**src/rtl/pq_pkg.sv**
```systemverilog
// Shared definitions for the priority-queue command initiator and the
// cycled queue's bench: command opcodes, initiator states and default timing.
package pq_pkg;

    // Command opcodes as carried on the upstream command channel.
    typedef enum logic [1:0] {
        OP_PEEK = 2'b00,
        OP_ENQ  = 2'b01,
        OP_DEQ  = 2'b10,
        OP_REPL = 2'b11
    } pq_op_t;

    // Initiator control states.
    typedef enum logic [1:0] {
        ST_IDLE  = 2'b00,
        ST_ISSUE = 2'b01,
        ST_WAIT  = 2'b10,
        ST_RESP  = 2'b11
    } initiator_state_t;

    // Settle cycles the cycled queue needs after a dequeue or replace pulse.
    localparam int PQ_DEQ_WAIT_DEFAULT = 2;

    // Larger of two settle times; sizes the shared wait counter.
    function automatic int pq_max_wait(input int a, input int b);
        return (a > b) ? a : b;
    endfunction

endpackage

```
**src/rtl/pq_wait_counter.sv**
```systemverilog
// Loadable saturating down-counter with a terminal-count flag. The flag is
// high whenever the count is zero, so a load of N-1 yields N counting cycles.
module pq_wait_counter #(
    parameter int WIDTH = 2
) (
    input  logic             i_CLK,
    input  logic             i_RST,
    input  logic             i_load,
    input  logic [WIDTH-1:0] i_load_val,
    input  logic             i_dec,
    output logic             o_tc
);

    logic [WIDTH-1:0] count_r;

    // Load takes priority; otherwise step down by one and stick at zero.
    always_ff @(posedge i_CLK or posedge i_RST) begin
        if (i_RST) begin
            count_r <= '0;
        end else if (i_load) begin
            count_r <= i_load_val;
        end else if (i_dec && (count_r != '0)) begin
            count_r <= count_r - WIDTH'(1);
        end else begin
            count_r <= count_r;
        end
    end

    assign o_tc = (count_r == '0);

endmodule

```
**src/rtl/pq_cmd_initiator.sv**
```systemverilog
// Command-side initiator for the cycled register-array priority queue.
// Accepts one command at a time, pulses the queue for exactly one cycle,
// waits for the queue to settle and returns popped value and new top.
module pq_cmd_initiator
    import pq_pkg::*;
#(
    parameter int   QUEUE_SIZE = 64,
    parameter int   DATA_WIDTH = 16,
    parameter logic ENQ_ENA    = 1'b1,
    parameter int   ENQ_WAIT   = QUEUE_SIZE / 2,
    parameter int   DEQ_WAIT   = PQ_DEQ_WAIT_DEFAULT
) (
    input  logic                  i_CLK,
    input  logic                  i_RST,
    input  logic                  i_cmd_valid,
    output logic                  o_cmd_ready,
    input  logic [1:0]            i_cmd_op,
    input  logic [DATA_WIDTH-1:0] i_cmd_data,
    output logic                  o_rsp_valid,
    input  logic                  i_rsp_ready,
    output logic [DATA_WIDTH-1:0] o_rsp_data,
    output logic [DATA_WIDTH-1:0] o_rsp_top,
    output logic                  o_rsp_err,
    output logic                  o_pq_wrt,
    output logic                  o_pq_read,
    output logic [DATA_WIDTH-1:0] o_pq_data,
    input  logic                  i_pq_full,
    input  logic                  i_pq_empty,
    input  logic [DATA_WIDTH-1:0] i_pq_data
);

    localparam int MAX_WAIT = pq_max_wait(ENQ_WAIT, DEQ_WAIT);
    localparam int CNT_W    = $clog2(MAX_WAIT + 1);

    // The counter flags terminal count at zero, so load one less than the
    // number of settle cycles wanted.
    localparam logic [CNT_W-1:0] ENQ_LOAD = CNT_W'(ENQ_WAIT - 1);
    localparam logic [CNT_W-1:0] DEQ_LOAD = CNT_W'(DEQ_WAIT - 1);

    localparam logic [1:0] S_IDLE  = ST_IDLE;
    localparam logic [1:0] S_ISSUE = ST_ISSUE;
    localparam logic [1:0] S_WAIT  = ST_WAIT;
    localparam logic [1:0] S_RESP  = ST_RESP;

    logic [1:0]            state_r;
    logic [1:0]            next_state_s;
    pq_op_t                op_r;
    logic [DATA_WIDTH-1:0] data_r;
    logic                  cmd_ready_r;
    logic                  rsp_valid_r;
    logic [DATA_WIDTH-1:0] rsp_data_r;
    logic [DATA_WIDTH-1:0] rsp_top_r;
    logic                  rsp_err_r;

    logic                  accept_s;
    logic                  illegal_s;
    logic                  pulse_s;
    logic                  wrt_s;
    logic                  read_s;
    logic [DATA_WIDTH-1:0] pq_data_s;
    logic [DATA_WIDTH-1:0] cur_top_s;
    logic [CNT_W-1:0]      load_val_s;
    logic                  tc_s;

    assign accept_s = cmd_ready_r & i_cmd_valid;

    // An empty queue reports its top as zero regardless of what the pins show.
    assign cur_top_s = i_pq_empty ? {DATA_WIDTH{1'b0}} : i_pq_data;

    // Legality from live queue status, and the single-cycle queue pulses.
    always_comb begin
        illegal_s  = 1'b0;
        pulse_s    = 1'b0;
        wrt_s      = 1'b0;
        read_s     = 1'b0;
        pq_data_s  = {DATA_WIDTH{1'b0}};
        load_val_s = DEQ_LOAD;
        case (op_r)
            OP_ENQ:  illegal_s = i_pq_full | ~ENQ_ENA;
            OP_DEQ:  illegal_s = i_pq_empty;
            default: illegal_s = 1'b0;
        endcase
        if (op_r == OP_ENQ) begin
            load_val_s = ENQ_LOAD;
        end else begin
            load_val_s = DEQ_LOAD;
        end
        if (state_r == S_ISSUE) begin
            pulse_s   = ~illegal_s & (op_r != OP_PEEK);
            wrt_s     = pulse_s & ((op_r == OP_ENQ) | (op_r == OP_REPL));
            read_s    = pulse_s & ((op_r == OP_DEQ) | (op_r == OP_REPL));
            pq_data_s = data_r;
        end else begin
            pulse_s   = 1'b0;
            wrt_s     = 1'b0;
            read_s    = 1'b0;
            pq_data_s = {DATA_WIDTH{1'b0}};
        end
    end

    // Next-state selection for the command sequencer.
    always_comb begin
        next_state_s = state_r;
        case (state_r)
            S_IDLE: begin
                if (accept_s) begin
                    next_state_s = S_ISSUE;
                end else begin
                    next_state_s = S_IDLE;
                end
            end
            S_ISSUE: begin
                if (pulse_s) begin
                    next_state_s = S_WAIT;
                end else begin
                    next_state_s = S_RESP;
                end
            end
            S_WAIT: begin
                if (tc_s) begin
                    next_state_s = S_RESP;
                end else begin
                    next_state_s = S_WAIT;
                end
            end
            S_RESP: begin
                if (i_rsp_ready) begin
                    next_state_s = S_IDLE;
                end else begin
                    next_state_s = S_RESP;
                end
            end
            default: next_state_s = S_IDLE;
        endcase
    end

    // Settle timer, loaded on the pulse cycle and stepped while waiting.
    pq_wait_counter #(
        .WIDTH (CNT_W)
    ) u_wait_counter (
        .i_CLK      (i_CLK),
        .i_RST      (i_RST),
        .i_load     (pulse_s),
        .i_load_val (load_val_s),
        .i_dec      (state_r == S_WAIT),
        .o_tc       (tc_s)
    );

    // State, command latch and registered response fields.
    always_ff @(posedge i_CLK or posedge i_RST) begin
        if (i_RST) begin
            state_r     <= S_IDLE;
            op_r        <= OP_PEEK;
            data_r      <= {DATA_WIDTH{1'b0}};
            cmd_ready_r <= 1'b0;
            rsp_valid_r <= 1'b0;
            rsp_data_r  <= {DATA_WIDTH{1'b0}};
            rsp_top_r   <= {DATA_WIDTH{1'b0}};
            rsp_err_r   <= 1'b0;
        end else begin
            state_r     <= next_state_s;
            cmd_ready_r <= (next_state_s == S_IDLE);
            rsp_valid_r <= (next_state_s == S_RESP);
            case (state_r)
                S_IDLE: begin
                    if (accept_s) begin
                        op_r   <= pq_op_t'(i_cmd_op);
                        data_r <= i_cmd_data;
                    end
                end
                S_ISSUE: begin
                    rsp_err_r <= illegal_s;
                    if (illegal_s) begin
                        rsp_data_r <= {DATA_WIDTH{1'b0}};
                        rsp_top_r  <= cur_top_s;
                    end else if (op_r == OP_PEEK) begin
                        rsp_data_r <= cur_top_s;
                        rsp_top_r  <= cur_top_s;
                    end else if (op_r == OP_ENQ) begin
                        rsp_data_r <= {DATA_WIDTH{1'b0}};
                    end else begin
                        // Pre-op top is the value the dequeue/replace pops.
                        rsp_data_r <= cur_top_s;
                    end
                end
                S_WAIT: begin
                    if (tc_s) begin
                        rsp_top_r <= cur_top_s;
                    end
                end
                S_RESP: begin
                    if (i_rsp_ready) begin
                        rsp_data_r <= {DATA_WIDTH{1'b0}};
                        rsp_top_r  <= {DATA_WIDTH{1'b0}};
                        rsp_err_r  <= 1'b0;
                    end
                end
                default: begin
                    rsp_err_r <= 1'b0;
                end
            endcase
        end
    end

    assign o_cmd_ready = cmd_ready_r;
    assign o_rsp_valid = rsp_valid_r;
    assign o_rsp_data  = rsp_data_r;
    assign o_rsp_top   = rsp_top_r;
    assign o_rsp_err   = rsp_err_r;
    assign o_pq_wrt    = wrt_s;
    assign o_pq_read   = read_s;
    assign o_pq_data   = pq_data_s;

endmodule

```
**config.mk**
```make
export PLATFORM = sky130hd
export DESIGN_NAME = pq_cmd_initiator
export DESIGN_NICKNAME = d
export VERILOG_FILES = /design/src/rtl/pq_pkg.sv /design/src/rtl/pq_wait_counter.sv /design/src/rtl/pq_cmd_initiator.sv
export SDC_FILE = /design/constraint.sdc
export NUM_CORES = 1
export LEC_CHECK = 0
export CAP_MARGIN = 15
export CORE_ASPECT_RATIO = 0.5
export CORE_MARGIN = 3
export CORE_UTILIZATION = 40
export DETAILED_ROUTE_END_ITERATION = 8
export GPL_TIMING_DRIVEN = 0
export PLACE_DENSITY = 0.79
export SETUP_SLACK_MARGIN = 0.02
export SLEW_MARGIN = 0
export SYNTH_ARGS = -nofsm -noshare
export SYNTH_HDL_FRONTEND = slang
export SYNTH_HIERARCHICAL = 1
export SYNTH_SLANG_ARGS = --single-unit
export TNS_END_PERCENT = 100
```
**constraint.sdc**
```tcl
create_clock -name i_CLK -period 3.1 [get_ports i_CLK]
set_input_delay 0.31 -clock i_CLK [delete_from_list [all_inputs] [get_ports i_CLK]]
set_output_delay 0.31 -clock i_CLK [all_outputs]
set_load 0.05 [all_outputs]
```
==> metrics.md, run 1 <==
| Metric | Value |
|---|---|
| Status | finished, final reports clean |
| Post-DRT Antenna Nets | 0 |
| Worst-Margin Slew | ~640 ps |
| Endpoints failing hold | 0 |
| Synthesized flop and latch total | between 60 and 70 |
| Post-layout nets | between 400 and 500 |
| Fmax | about 0.35 GHz |
| Crit-path max FO | 10 |
| Sw Ratio | 0.2052 |
| WP data required | ~2800 ps |
| Placement row count | 21 |
| Max Slew Vio Count | 0 |
| Top-area cell type share of the netlist area | 0.5346 |
| Clk buf depth | 2 |
| Io pins | between 90 and 100 |
| Reg clk slew, reported paths | approximately 50 ps |
| Htree depth | 3 |
| First-pass GRT wire length | 12.32 mm |
| Yosys warns | 6 |
| Max-cap violation count | 0 |
| Via density | ~5 |
| Initial antenna violation count | 0 |
| Largest net degree at the start of global routing | 33 |
| Tot GR Track Use | 0.1914 |
| Design area | between 4000 and 5000 um2 |
| Chip height | 65.74 um |
| Final Setup Violations | 0 |
| ANT cells | 0 |
| Hold Buf Count CTS | 0 |
| Cell Area, Placed | approximately 4000 um2 |
| Fin Hold WS | approximately 260 ps |
| Min-delay worst type | in -> async |
| Filler Cells Inserted | between 500 and 600 |
| Clk pwr share | 0.551 |
| Most frequent cells in the layout | clkdlybuf4s50_1 (92), dfrtp_1 (61), nand2_1 (39) |
| Int Power | around 0.0017 W |
| Cells taking the most area after synthesis | dfrtp_1 (53%), mux2_1 (5.5%), a22o_1 (5.2%) |
| Startpoint types | flop |
| Critical setup path kind | reg -> out |
| Peak supply drop | 0.0002769 V |
| Share of layout cells above drive strength 1 | 0.1362 |
| Avg WL per Cell | roughly 16 um |
| CTS tree | yes |
| Initial Utilization | 0.4196 |
| Power per standard cell area | between 500 and 600 nW/um2 |
| # clock sinks | 61 |
| Clock root buffer | clkbuf_16 |
| First drt pass iteration count | 5 |
| Clock Latency Late Sink | about 330 ps |
| RSZ-0062 raised after global routing | no |
| Grt ovf | 0 |
| Ratio of final minimum period to clock period | 0.9096 |
| Switching power total | between 0.0004 and 0.0005 W |
| Final worst path period need | about 2800 ps |
| Syn Nets | approximately 310 |
| Synthesized netlist cell count | roughly 260 |
| Crit path max-delay cell type | clkdlybuf4s50_1 |
| Vias in the first global route | 2470 |
| Critical Path AT | around 2500 ps |
| Cts bufs inserted | 9 |
| Seq/Total Area, Yosys | 0.5346 |
| Synth area leader | dfrtp_1 |
| Largest delay share family, worst path | buffers and inverters |
| Bufs and invs on worst path | 4 |
| Total die area | roughly 8200 um2 |
| Area delta synth->final | 49.56% |
| Residual DRC count | 0 |
| Leakage | between 1.5 and 2 nW |
| DR iter-0 viols | 149 |
| Largest stage delay, worst path | approximately 800 ps |
| Seq pwr share | 0.378 |
| Setup Fix Bufs, Post-CTS | 0 |
| Post-CTS Resized | 0 |
| Total Wirelength | ~7.5 mm |
| Max-slew headroom | 0.5688 |
| Most common cell after layout, fill and taps aside | clkdlybuf4s50_1 |
| Clock Skew | slightly below 7 ps |
| Vias | 2287 |
| Critical path endpoint category | output pin |
| IO Port Bufs | 92 |
| HPWL Detailed | approximately 5.4 mm |
| Comb power frac | 0.071 |
| CP most frequent cell | buf_2 |
| Final TNS setup | 0 ps |
| Crit-path cells | buf_2 > nor2b_2 > buf_2 > clkbuf_1 > and2_1 > clkdlybuf4s50_1 |
| Die span in x | 125.5 um |
| Core Area | slightly below 7000 um2 |
| Yosys cell types | 46 |
| Synth Cell Area | 2855 um2 |
| Final RePlAce weighted congestion | just under 0.8 |
| Synth Area per Inst | 11.07 um2 |
area by class of cell:
class,instances,area (um2),area share
Multi-Input combinational cell,171,1179,0.2760
Clock buffer,11,252.7,0.05919
Tap cell,92,115.1,0.02696
Clock inverter,5,106.4,0.02490
Timing Repair Buffer,93,940.9,0.2203
Sequential cell,61,1526,0.3575
Inverter,12,58.81,0.01377
Buffer,14,91.34,0.02139
flip-flops by register name, summed over array words and instances (netlist names):
name                    flops
data_r                     16
o_rsp_data                 16
o_rsp_top                  16
u_wait_counter/count_r      6
op_r                        2
state_r                     2
o_cmd_ready                 1
o_rsp_err                   1
o_rsp_valid                 1
synth_stat cells (all sizes together):
cell and count:
a31oi 1, nand4 2, o2111ai 1, inv 11, a22oi 1, mux2 16, o31ai 2, dfrtp 61
o211ai 1, a21oi 6, nand2b 1, and2 18, or4b 1, a2bb2oi 2, nand3 2, a2111o 1
conb 2, o21ai 22, ha 7, nor2b 4, nor3 3, nor3b 1, nand2 39, a311o 1
nand3b 1, or3 2, nor2 12, a211o 2, buf 9, o21a 1, bufinv 1, clkbuf 5
a22o 17, and3 1, a31o 1
final timing paths:
| path | start | endpoint | slack [ps] | depth (start not counted) |
|---|---|---|---|---|
| worst max-delay path | state_r[0] | o_pq_data[9] | 280 | 6 |
| worst min-delay path | i_RST | u_wait_counter/count_r[1] | 260 | 2 |
| worst max register to register | op_r[0] | u_wait_counter/count_r[0] | 890 | 9 |
| worst min register to register | o_rsp_data[11] | o_rsp_data[11] | 480 | 2 |
| max in group asynchronous | i_RST | data_r[7] | 2130 | 3 |
| min in group i_CLK | o_rsp_data[11] | o_rsp_data[11] | 480 | 2 |
through the flow:
| stage | worst slack (ps) | power (W) | util | instances |
|---|---|---|---|---|
| 6_report | 280.1 | 0.002151 | 0.6275 | 459 |
| 5_1_grt | 151.0 | 0.002220 | 0.6275 | 459 |
| 4_1_cts | 249.0 | 0.002173 | 0.6275 | 459 |
| 3_5_place_dp | 589.0 | 0.0009806 | 0.5747 | 443 |
| 3_3_place_gp | 468.9 | 0.0009749 | 0.5718 | 442 |
| 2_1_floorplan | 1084 | 0.0008916 | - | 258 |
metal layers:
metal  up-vias  share of wire  GRT usage
li1       1102              -          -
met1      1128           0.41     0.2122
met2        47           0.54     0.3537
met3        10          0.039    0.04951
met4         0          0.015    0.08243
met5         -              0          0
power groups by stage:
stage	combinational (W)	sequential (W)	clock, W
2_1_floorplan	0.0000267	0.000865	0
3_3_place_gp	0.000148	0.000827	0
3_5_place_dp	0.000153	0.000828	0
4_1_cts	0.000154	0.000814	0.00120
5_1_grt	0.000162	0.000815	0.00124
6_report	0.000152	0.000814	0.00118
kinds of logic after synthesis:
| logic type | count (synthesis) | share of synthesized area |
|---|---|---|
| buffers and inverters | 26 | 0.05259 |
| AOI/OAI and AO/OA | 59 | 0.1639 |
| muxes | 16 | 0.06310 |
| other | 2 | 0.002630 |
| DFF | 61 | 0.5346 |
| adders and majority gates | 7 | 0.03067 |
| and+or+nand+nor | 87 | 0.1525 |
Note: power is estimated with default switching activity, not from simulation.
==> run 2, diff against run 1 <==
- CELL_PAD_IN_SITES_DETAIL_PLACEMENT: unset -> 0
- CELL_PAD_IN_SITES_GLOBAL_PLACEMENT: unset -> 2
- CORE_UTILIZATION: 40 -> 30
- PLACE_DENSITY: 0.79 -> 0.92
==> metrics.md, run 2 (synthesized netlist as in run 1, its figures left out) <==
| Metric | Value |
|---|---|
| Final TNS setup | 0 ps (unchanged) |
| Total Wirelength | 7.347 mm (was 7.520 mm) |
| Final Setup Violations | 0 (unchanged) |
| Area of the multi-input gates | 1179 um2 (unchanged) |
| Min-delay worst type | in -> async (unchanged) |
| Post-CTS Resized | 0 (unchanged) |
| Clk buf depth | 2 (unchanged) |
| Clk pwr share | 0.495 (was 0.551) |
| Seq pwr share | 0.425 (was 0.378) |
| WP data required | 2790 ps (about the same) |
| Critical Path AT | 2470 ps (was 2510 ps) |
| Clock Skew | 2.892 ps (was 6.774 ps) |
| Largest delay share family, worst path | buffers and inverters (unchanged) |
| Final RePlAce weighted congestion | 0.7348 (was 0.7888) |
| Leakage | 1.901 nW (was 1.930 nW) |
| Status | finished, final reports clean (unchanged) |
| CP most frequent cell | buf_2 (unchanged) |
| Peak supply drop | 0.0002826 V (was 0.0002769 V) |
| Endpoints failing hold | 0 (unchanged) |
| Largest stage delay, worst path | 800 ps (was 820 ps) |
| Area delta synth->final | 48.07% (was 49.56%) |
| Ratio of final minimum period to clock period | 0.8964 (was 0.9096) |
| Sw Ratio | 0.2175 (was 0.2052) |
| # clock sinks | 61 (unchanged) |
| Bufs and invs on worst path | 4 (unchanged) |
| Core Area | 8979 um2 (was 6805 um2) |
| Largest net degree at the start of global routing | 36 (was 33) |
| Share of layout cells above drive strength 1 | 0.1315 (was 0.1362) |
| Reg clk slew, reported paths | 50 ps (about the same) |
| Residual DRC count | 0 (unchanged) |
| IO Port Bufs | 92 (unchanged) |
| Most common cell after layout, fill and taps aside | clkdlybuf4s50_1 (unchanged) |
| Die span in x | 144.0 um (was 125.5 um) |
| HPWL Detailed | 5.639 mm (was 5.423 mm) |
| Comb power frac | 0.080 (was 0.071) |
| DR iter-0 viols | 89 (was 149) |
| Most frequent cells in the layout | clkdlybuf4s50_1 (92), dfrtp_1 (61), nand2_1 (39) (unchanged) |
| Startpoint types | flop (unchanged) |
| Clock root buffer | clkbuf_16 (unchanged) |
| Tot GR Track Use | 0.1401 (was 0.1914) |
| Int Power | 0.001498 W (was 0.001710 W) |
| Power per standard cell area | 452.9 nW/um2 (was 503.8 nW/um2) |
| Clock Latency Late Sink | 320 ps (was 330 ps) |
| Critical setup path kind | reg -> out (unchanged) |
| Chip height | 74.99 um (was 65.74 um) |
| Io pins | 93 (unchanged) |
| Htree depth | 3 (unchanged) |
| Crit-path cells | buf_2 > nor2b_2 > buf_2 > clkbuf_1 > and2_1 > clkdlybuf4s50_1 (unchanged) |
| Setup Fix Bufs, Post-CTS | 0 (unchanged) |
| RSZ-0062 raised after global routing | no (unchanged) |
| Vias | 2264 (was 2287) |
| Hold Buf Count CTS | 0 (unchanged) |
| Crit path max-delay cell type | clkdlybuf4s50_1 (unchanged) |
| First-pass GRT wire length | 11.54 mm (was 12.32 mm) |
| Post-layout nets | 409 (unchanged) |
| Fmax | 0.3599 GHz (was 0.3546 GHz) |
| Reg area | 1526 um2 (unchanged) |
| Final worst path period need | 2779 ps (was 2820 ps) |
| Vias in the first global route | 2235 (was 2470) |
| Crit-path max FO | 10 (unchanged) |
| ANT cells | 0 (unchanged) |
| Grt ovf | 0 (unchanged) |
| Crit path launch | state_r[0] (unchanged) |
| Filler Cells Inserted | 814 (was 515) |
| Post-DRT Antenna Nets | 0 (unchanged) |
| Reg-to-reg critical path startpoint | u_wait_counter/count_r[2] (was op_r[0]) |
| Fin Hold WS | 264.4 ps (was 258.9 ps) |
| Total die area | 10800 um2 (was 8249 um2) |
| Worst-Margin Slew | 583.1 ps (was 642.5 ps) |
| Placement row count | 24 (was 21) |
| Switching power total | 0.0004165 W (was 0.0004415 W) |
| Via density | 4.697 (was 4.983) |
| Cts bufs inserted | 9 (unchanged) |
| Critical path endpoint category | output pin (unchanged) |
| Initial Utilization | 0.3180 (was 0.4196) |
| Initial antenna violation count | 0 (unchanged) |
| Max-slew headroom | 0.6086 (was 0.5688) |
| Avg WL per Cell | 15.24 um (was 16.38 um) |
| CTS tree | yes (unchanged) |
| Max Slew Vio Count | 0 (unchanged) |
| Max-cap violation count | 0 (unchanged) |
| First drt pass iteration count | 4 (was 5) |
## run 2: worst paths after layout
path / end / slack, ps / cells after the start
max: o_pq_data[1] / 320 / 6
min: u_wait_counter/count_r[4] / 260 / 2
max reg2reg: o_rsp_top[3] / 920 / 7
min reg2reg: data_r[9] / 470 / 1
max in group asynchronous: o_rsp_data[12] / 2190 / 3
min in group i_CLK: data_r[9] / 470 / 1
## run 2: layout make-up
type | count | share of cell area
flip-flops and latches | 61 | 0.3611
inverters | 12 | 0.01391
clock buffers | 13 | 0.06629
clock inverters | 1 | 0.001184
repair buffers | 93 | 0.2226
well taps | 117 | 0.03463
plain buffers | 14 | 0.02160
multi-input cells | 171 | 0.2788
## run 2: metrics by stage
step	total power, W	setup slack, ps	util	instances	area [um2]
detailed placement	0.0009816	603.0	0.4391	468	3943
CTS	0.001940	292.1	0.4709	482	4228
finish	0.001915	321.2	0.4709	482	4228
global route	0.001986	133.7	0.4709	482	4228
floorplan	0.0008916	1084	-	258	2855
global placement	0.0009759	452.9	0.4369	467	3923
## run 2: power by group through the flow
stage               Clock [W]  Sequential [W]  Combinational [W]
detailed placement          0        0.000827           0.000154
floorplan                   0        0.000865          0.0000267
CTS                  0.000971        0.000814           0.000155
global route          0.00101        0.000815           0.000163
finish               0.000948        0.000814           0.000152
global placement            0        0.000827           0.000149
## run 2: layer usage
layer | up-vias | routed length [um] | track usage
met1 | 1131 | 3200 | 0.1764
met5 | - | 0 | 0
li1 | 1092 | - | -
met2 | 37 | 3849 | 0.2358
met3 | 4 | 256 | 0.04632
met4 | 0 | 41 | 0.03758
